### src/rtl/pipe_ctrl_if.sv
// Pipeline-control bundle: hazard/exception inputs from the datapath and the
// stall/flush/redirect controls plus debug counters returned to it.
interface pipe_ctrl_if;
  logic        stallreq_from_id;
  logic        stallreq_from_ex;
  logic [31:0] excepttype_i;
  logic [31:0] cp0_epc_i;
  logic [5:0]  stall;
  logic        flush;
  logic [31:0] new_pc;
  logic        stall_timeout;
  logic [15:0] exc_count;
  logic [31:0] stall_cycles;

  modport master (
    output stallreq_from_id, stallreq_from_ex, excepttype_i, cp0_epc_i,
    input  stall, flush, new_pc, stall_timeout, exc_count, stall_cycles
  );

  modport slave (
    input  stallreq_from_id, stallreq_from_ex, excepttype_i, cp0_epc_i,
    output stall, flush, new_pc, stall_timeout, exc_count, stall_cycles
  );
endinterface

### src/rtl/pipe_ctrl.sv
// Pipeline control: merges ID/EX stall requests, takes MEM exceptions with a
// programmable flush window, and keeps stall-timeout and event counters.
module pipe_ctrl #(
  parameter int unsigned FLUSH_CYCLES  = 1,
  parameter logic [31:0] EXC_VECTOR    = 32'h00000020,
  parameter int unsigned STALL_TIMEOUT = 1024
) (
  input  logic       clk,
  input  logic       rst,
  pipe_ctrl_if.slave pif
);
  localparam logic [31:0]      ERET_CODE = 32'h0000000e;
  localparam int unsigned      RUN_W     = $clog2(STALL_TIMEOUT + 1);
  localparam logic [RUN_W-1:0] RUN_MAX   = RUN_W'(STALL_TIMEOUT);
  localparam logic [RUN_W-1:0] RUN_TRIP  = RUN_W'(STALL_TIMEOUT - 1);

  typedef enum logic {RUN, FLUSH} state_t;

  state_t           state, state_nxt;
  logic [3:0]       flush_cnt, flush_cnt_nxt;
  logic [31:0]      new_pc_q;
  logic [31:0]      target;
  logic             take_exc;
  logic [RUN_W-1:0] stall_run;

  logic [5:0]       stall;
  logic             flush;
  logic [31:0]      new_pc;
  logic             stall_timeout;
  logic [15:0]      exc_count;
  logic [31:0]      stall_cycles;
  logic             stalled;

  always_comb begin
    state_nxt     = state;
    flush_cnt_nxt = flush_cnt;
    stall         = '0;
    flush         = 1'b0;
    new_pc        = '0;
    take_exc      = 1'b0;
    target        = (pif.excepttype_i == ERET_CODE) ? pif.cp0_epc_i : EXC_VECTOR;
    // Outputs are gated by reset so an asserted rst silences flush/stall at once.
    if (rst) begin
      unique case (state)
        RUN: begin
          if (pif.excepttype_i != '0) begin
            flush    = 1'b1;
            new_pc   = target;
            take_exc = 1'b1;
            if (FLUSH_CYCLES > 1) begin
              state_nxt     = FLUSH;
              flush_cnt_nxt = 4'(FLUSH_CYCLES - 1);
            end
          end else if (pif.stallreq_from_ex) begin
            stall = 6'b001111;
          end else if (pif.stallreq_from_id) begin
            stall = 6'b000111;
          end
        end
        FLUSH: begin
          flush         = 1'b1;
          new_pc        = new_pc_q;
          flush_cnt_nxt = flush_cnt - 4'd1;
          if (flush_cnt == 4'd1) state_nxt = RUN;
        end
        default: state_nxt = RUN;
      endcase
    end
  end

  assign stalled = (stall != '0);

  always_ff @(posedge clk or negedge rst) begin
    if (!rst) begin
      state     <= RUN;
      flush_cnt <= '0;
      new_pc_q  <= '0;
    end else begin
      state     <= state_nxt;
      flush_cnt <= flush_cnt_nxt;
      if (take_exc) new_pc_q <= target;
    end
  end

  always_ff @(posedge clk or negedge rst) begin
    if (!rst) begin
      stall_run     <= '0;
      stall_timeout <= 1'b0;
      exc_count     <= '0;
      stall_cycles  <= '0;
    end else begin
      if (stalled) begin
        stall_cycles <= stall_cycles + 32'd1;
        if (stall_run != RUN_MAX) stall_run <= stall_run + 1'b1;
        if (stall_run == RUN_TRIP) stall_timeout <= 1'b1;
      end else begin
        stall_run <= '0;
      end
      if (take_exc && (exc_count != '1)) exc_count <= exc_count + 16'd1;
    end
  end

  assign pif.stall         = stall;
  assign pif.flush         = flush;
  assign pif.new_pc        = new_pc;
  assign pif.stall_timeout = stall_timeout;
  assign pif.exc_count     = exc_count;
  assign pif.stall_cycles  = stall_cycles;
endmodule

### src/flat_wrapper.sv
// flat-port wrapper written by rule: the top's interface ports become plain ports
module pipe_ctrl_flat 
#(
  parameter int unsigned FLUSH_CYCLES  = 1,
  parameter logic [31:0] EXC_VECTOR    = 32'h00000020,
  parameter int unsigned STALL_TIMEOUT = 1024
)
  (clk, rst, pif_stallreq_from_id, pif_stallreq_from_ex, pif_excepttype_i, pif_cp0_epc_i, pif_stall, pif_flush, pif_new_pc, pif_stall_timeout, pif_exc_count, pif_stall_cycles);
  pipe_ctrl_if pif_i ();
  input  logic clk;
  input  logic rst;
  input wire logic [$bits(pif_i.stallreq_from_id)-1:0] pif_stallreq_from_id;
  input wire logic [$bits(pif_i.stallreq_from_ex)-1:0] pif_stallreq_from_ex;
  input wire logic [$bits(pif_i.excepttype_i)-1:0] pif_excepttype_i;
  input wire logic [$bits(pif_i.cp0_epc_i)-1:0] pif_cp0_epc_i;
  output wire logic [$bits(pif_i.stall)-1:0] pif_stall;
  output wire logic [$bits(pif_i.flush)-1:0] pif_flush;
  output wire logic [$bits(pif_i.new_pc)-1:0] pif_new_pc;
  output wire logic [$bits(pif_i.stall_timeout)-1:0] pif_stall_timeout;
  output wire logic [$bits(pif_i.exc_count)-1:0] pif_exc_count;
  output wire logic [$bits(pif_i.stall_cycles)-1:0] pif_stall_cycles;
  assign pif_i.stallreq_from_id = pif_stallreq_from_id;
  assign pif_i.stallreq_from_ex = pif_stallreq_from_ex;
  assign pif_i.excepttype_i = pif_excepttype_i;
  assign pif_i.cp0_epc_i = pif_cp0_epc_i;
  assign pif_stall = pif_i.stall;
  assign pif_flush = pif_i.flush;
  assign pif_new_pc = pif_i.new_pc;
  assign pif_stall_timeout = pif_i.stall_timeout;
  assign pif_exc_count = pif_i.exc_count;
  assign pif_stall_cycles = pif_i.stall_cycles;
  pipe_ctrl #(.FLUSH_CYCLES(FLUSH_CYCLES), .EXC_VECTOR(EXC_VECTOR), .STALL_TIMEOUT(STALL_TIMEOUT)) u_core (.clk(clk), .rst(rst), .pif(pif_i));
endmodule
### config.mk
export PLATFORM = sky130hd
export DESIGN_NAME = pipe_ctrl_flat
export DESIGN_NICKNAME = d
export VERILOG_FILES = /design/src/rtl/pipe_ctrl_if.sv /design/src/rtl/pipe_ctrl.sv /design/src/flat_wrapper.sv
export SDC_FILE = /design/constraint.sdc
export NUM_CORES = 1
export LEC_CHECK = 0
export BUFFER_PORTS_ARGS = -buffer_cell sky130_fd_sc_hd__buf_2
export CAP_MARGIN = 10
export CORE_MARGIN = 4
export CORE_UTILIZATION = 50
export DETAILED_ROUTE_END_ITERATION = 16
export GPL_ROUTABILITY_DRIVEN = 0
export PLACE_DENSITY = 0.79
export SLEW_MARGIN = 20
export SYNTH_ARGS = -nofsm -noshare
export SYNTH_HDL_FRONTEND = slang
export SYNTH_SLANG_ARGS = --single-unit
### constraint.sdc
create_clock -name clk -period 2.18 [get_ports clk]
set_input_delay 0.218 -clock clk [delete_from_list [all_inputs] [get_ports clk]]
set_output_delay 0.218 -clock clk [all_outputs]
set_load 0.1 [all_outputs]
# ---- Word-level counts from Yosys, hierarchy flattened
# Cells that the tools add are included.
# W data, S select, Z words.
dict set report totals {
  latch_bits 0
  ramBits 0
  elab_cells 41
  rom_bits 0
  ff_bits 97
  out_inout_bits 88
  mem_count 0
  inputBits 68
}
dict set report op_classes {
  n_eq_ne 6
  div 0
  shift 0
  multipliers 0
  n_mux 18
  n_bitwise 1
  n_reduce_logical 5
  add_sub_neg 4
  magnitude_cmp 0
}
# op count
set ops {}
lappend ops {{$mux W32} 3}
lappend ops {{$pmux W32 S2} 1}
lappend ops {{$add A32 B1 Y32 const B} 1}
lappend ops {{$eq A32 B4 Y1 const B} 1}
lappend ops {{$reduce_bool A32 Y1} 1}
lappend ops {{$mux W6} 4}
lappend ops {{$mux W11} 2}
lappend ops {{$add A16 B1 Y16 const B} 1}
lappend ops {{$ne A16 B16 Y1 const B} 1}
lappend ops {{$add A11 B1 Y11 const B} 1}
lappend ops {{$eq A11 B10 Y1 const B} 1}
lappend ops {{$ne A11 B11 Y1 const B} 1}
lappend ops {{$mux W1} 6}
lappend ops {{$reduce_bool A6 Y1} 1}
lappend ops {{$eq A4 B1 Y1 const B} 1}
lappend ops {{$reduce_and A2 Y1} 2}
lappend ops {{$sub A4 B1 Y4 const B} 1}
lappend ops {{$mux W3} 1}
lappend ops {{$ne A2 B2 Y1 const B} 1}
lappend ops {{$pmux W1 S2} 1}
lappend ops {{$logic_and A1 B1 Y1} 1}
lappend ops {{$not A1 Y1} 1}

# ---- Longest topological paths before layout
dict set report logic_depth {
  depth_word 7
  mapped_depth 8
  ltp_nobuf 7
}

# ---- Worst setup path after synthesis
# No wires, ideal clock.
dict set report synth_path {
  kind {input port to output port}
  startpoint {input port pif_excepttype_i[21]}
  endpoint {output port pif_stall[3]}
  required_time_ps 1962
  path_buffers 1
  cell_stages 5
  slack_ps -480
  arrival_ps 2442
  cell_sequence {nor4_1 > nand4_1 > or3_1 > clkbuf_1 > nor2_1}
}
dict set report synth_via {
  elab_chain_len 4
}
# item line
set synth_rtl {}
lappend synth_rtl {{from (decl)} flat_wrapper.sv:14} ;# input wire logic [$bits(pif_i.excepttype_i)-1:0] pif_excepttype_i;
lappend synth_rtl {{$reduce_bool A32 Y1} pipe_ctrl.sv:46} ;# if (pif.excepttype_i != '0) begin
lappend synth_rtl {{$mux W6} pipe_ctrl.sv:46}
lappend synth_rtl {{$mux W6} pipe_ctrl.sv:44} ;# unique case (state)
lappend synth_rtl {{$mux W6} pipe_ctrl.sv:43} ;# if (rst) begin
lappend synth_rtl {{to (decl)} flat_wrapper.sv:16} ;# output wire logic [$bits(pif_i.stall)-1:0] pif_stall;
# Every way passes these cells.

# ---- Worst setup path after layout
dict set report layout_path {
  startpoint {register u_core.state}
  endpoint {output port pif_new_pc[20]}
}
dict set report layout_via {
  elab_chain_len 3
}
# item line
set layout_rtl {}
lappend layout_rtl {{from (decl)} pipe_ctrl.sv:19} ;# state_t state, state_nxt;
lappend layout_rtl {{from (signal assigned)} pipe_ctrl.sv:79} ;# state <= state_nxt;
lappend layout_rtl {{$not A1 Y1} pipe_ctrl.sv:44}
lappend layout_rtl {{$pmux W32 S2 *} pipe_ctrl.sv:44}
lappend layout_rtl {{$mux W32 *} pipe_ctrl.sv:43}
lappend layout_rtl {{to (decl)} flat_wrapper.sv:18} ;# output wire logic [$bits(pif_i.new_pc)-1:0] pif_new_pc;
# Mark *: on every way between the ends. The rest lies on a longest branch, timed or not.

==> run_results.csv <==
group,metric,value,unit
routing,drt_first_pass_iters,4,
floorplan,io_pins,156,
routing,final_antenna_net_count,0,
synth,yosysWarnings,0,
sta,period_share,99.9,%
clocking,cts.clk_slew.worst_paths,0.09,ns
synth,netlist_area,0.00479,mm^2
floorplan,core_region_area,0.00928,mm^2
synth,syn_area_per_cell,11.1,um^2
run,maxCapViolCount,0,
routing,viasPerCell,5.68,
routing,wl,14.1,mm
placed_design,placed_area,0.00644,mm^2
global_routing,antenna_found_initial,0,
placed_design,io_buffers,153,
placed_design,dp_hpwl,9.03,mm
placed_design,dp_slack,-0.00109,ns
floorplan,die_x,106,um
pwr,p_leak,0.00351,uW
sta,hold_violations,0,
sta,slew_headroom,42.5,%
sta,drv_slew,0,
layout,fill_cells,594,
synth,yosys.area.top_type,"dfrtp_1",
layout,diodes,0,
synth,synth-edff-count,0,
worst_setup_path,path_class,"flip-flop to output pin",
sta,fin_skew,0.0117,ns
run_status,outcome,"complete, no violations",
clocking,htree_num_levels,3,
global_routing,grt_max_degree,38,
global_routing,grt_pass1_wl,21.1,mm
routing,post-route-drc-count,0,
routing,vias,4266,
layout,layout-area-overhead-vs-synth,51.2,%
floorplan,rows,35,
layout,final_cell_area,0.00724,mm^2
synth,yosysUniqueCellTypes,46,
worst_setup_path,start_kind,"flip-flop",
sta,finalSetupViolCount,0,
synth,postSynthCellCount,432,
pwr,vdd_drop_max,0.458,mV
worst_setup_path,required,1.96,ns
sta,rsz0062_at_grt,"true",
sta,worst_pin_slew,0.860,ns
clocking,cts_tree,"yes",
synth,synthTopCellsByArea,"dfrtp_1 (51%), a22o_1 (11%), xnor2_1 (5.1%), xor2_1 (4.6%), nand4_1 (2.4%)",
worst_setup_path,arrival,1.96,ns
layout,nNetsFinal,691,
clocking,clock-sinks,97,
floorplan,die_area,0.0112,mm^2
global_routing,grt_use_total,23.5,%
pwr,p_per_area,589,mW/mm^2
worst_setup_path,endpoint_kind,"output pin",
layout,drive_gt1_share,49.0,%
clocking,cts_root_buf,"clkbuf_8",
synth,ys.flop_type,"dfrtp_1",
sta,max_freq,0.459,GHz
synth,synth.yosys.seq_area_share,50.7,%
clocking,cts_max_path_buffers,2,
global_routing,overflow,0,
clocking,numCtsBuffers,9,
floorplan,start_util,51.6,%
sta,worst_slack,0.00244,ns
routing,initialDrtViolationCount,168,
sta,min_period,2.18,ns
global_routing,grt_pass1_vias,4239,
worst_setup_path,cp_max_fo,6,
synth,netlist.area_leader.share,50.7,%
floorplan,die_y,106,um
synth,async_reset_ff_share,100,%
routing,wl_per_cell,18.8,um
synth,ys_ff_latch,97,
hold_path,hold_path.class,"primary input to flip-flop",
clocking,clk_latency,0.37,ns
-- worst max-delay path, stage by stage, from the launching register on --
cell,delay (ns)
dfrtp_1,0.41
buf_4,0.16
nand2b_4,0.15
nor3_4,0.22
buf_6,0.18
buf_6,0.17
a22o_4,0.14
buf_12,0.16
-- synth_stat cells, types with 4 or more instances --
cell type and instances:
nand4_1 18, nor4_1 15, a22o_1 62, and3_1 10, dfrtp_1 97, inv_1 10, ha_1 6, xnor2_1 28
mux2_2 5, clkbuf_1 7, nand3_1 17, buf_2 10, buf_4 4, nand2_1 29, nand3_2 5, and4_1 5
xor2_1 25, nor2_1 26, nor3_1 10
-- metrics by stage --
step / utilization, % / cells / hold WS (ns) / TNS, ns / power, uW
detailed placement: 69.4 / 715 / 0.229 / -0.00109 / 2940
global placement: 69.4 / 715 / 0.213 / 0 / 2930
global route: 78.0 / 751 / 0.0967 / -2.15 / 4420
floorplan: - / 433 / -0.0776 / -0.108 / 2690
finish: 78.0 / 751 / 0.103 / 0 / 4260
CTS: 74.0 / 744 / 0.0781 / -0.0959 / 4270
-- repair_timing --
action | 4_1_cts | 5_1_grt
endpoints found under the setup margin | 33 | 36
buffers inserted | 4 | 4
pin swaps | 0 | 11
cloned | 2 | 3
gates resized for setup | 2 | 44
hold endpoints to repair | 82 | 0
hold buffers | 7 | 0
-- path summary, 6_finish.rpt --
check	from	to	slack (ns)	depth (start not counted)
min reg2reg	u_core.pif.stall_timeout	u_core.pif.stall_timeout	0.47	2
max in group asynchronous	rst	u_core.flush_cnt[0]	1.02	3
min	pif_cp0_epc_i[22]	u_core.new_pc_q[22]	0.10	2
max	u_core.state	pif_new_pc[20]	0.002	7
min in group asynchronous	rst	u_core.flush_cnt[3]	0.53	4
max reg2reg	u_core.state	u_core.pif.exc_count[6]	0.21	7
-- routing by layer --
| layer | vias up | global-route usage [%] | share of wire (%) |
|---|---|---|---|
| met5 | - | 0 | 0 |
| met4 | 0 | 8.33 | 2.5 |
| met3 | 30 | 4.29 | 5.5 |
| met2 | 157 | 40.8 | 52 |
| met1 | 2131 | 29.3 | 40 |
| li1 | 1948 | - | - |
-- state kept, by name, indices dropped and copies added, names as in the netlist --
signal	flops
u_core.pif.exc_count	16
u_core.pif.stall_timeout	1
u_core.pif.stall_cycles	32
u_core.stall_run	11
u_core.new_pc_q	32
u_core.state	1
u_core.flush_cnt	4
-- cells in the final DEF, fill, tap and decap left out, types with 3 or more instances in the layout --
master         synthesis  layout
nor3_1                10      10
a22o_2                 0       6
mux2_2                 5       5
buf_4                  4      30
a22o_1                62      31
nand4b_1               3       3
xor2_1                25      25
buf_12                 0      41
and3_1                10      10
nand4_1               18      18
a22o_4                 0      25
dlygate4sd3_1          0       4
nor4_1                15      10
nand3_2                5       5
dfrtp_2                0      27
and4_1                 5       4
xnor2_1               28      28
dfrtp_1               97      68
inv_1                 10      10
nand3_1               17      17
buf_6                  1       7
nand2_1               29      29
nor4_2                 3       6
ha_1                   6       6
clkbuf_8               0      10
nor2_1                26      25
buf_2                 10     112
-- area by class of cell --
class	count	area, um^2	area share (%)
Inverter	11	48.8	0.674
Tap cell	129	161	2.23
Sequential cell	97	2470	34.1
Clock inverter	6	90.1	1.24
Multi-Input combinational cell	300	2500	34.5
Timing Repair Buffer	198	1840	25.4
Clock buffer	10	138	1.90
-- power breakdown --
group          switching [uW]  internal, uW  total (uW)
Clock                     634           682        1320
Sequential               88.5          1890        1980
Combinational             751           215         966
-- cells by family (layout without fill, tap and decap cells) --
family | count (synthesis) | after routing | share of synthesized area [%]
flip-flops | 97 | 97 | 50.7
adder cells (fa/ha/maj) | 6 | 6 | 1.57
buffers and inverters | 36 | 225 | 3.89
XOR/XNOR | 55 | 55 | 10.4
multiplexers | 5 | 5 | 1.18
other | 1 | 2 | 0.0783
AND/OR/NAND/NOR | 160 | 160 | 19.4
AO/OA/AOI/OAI | 72 | 72 | 12.8
Note: power is estimated with default switching activity, not from simulation.
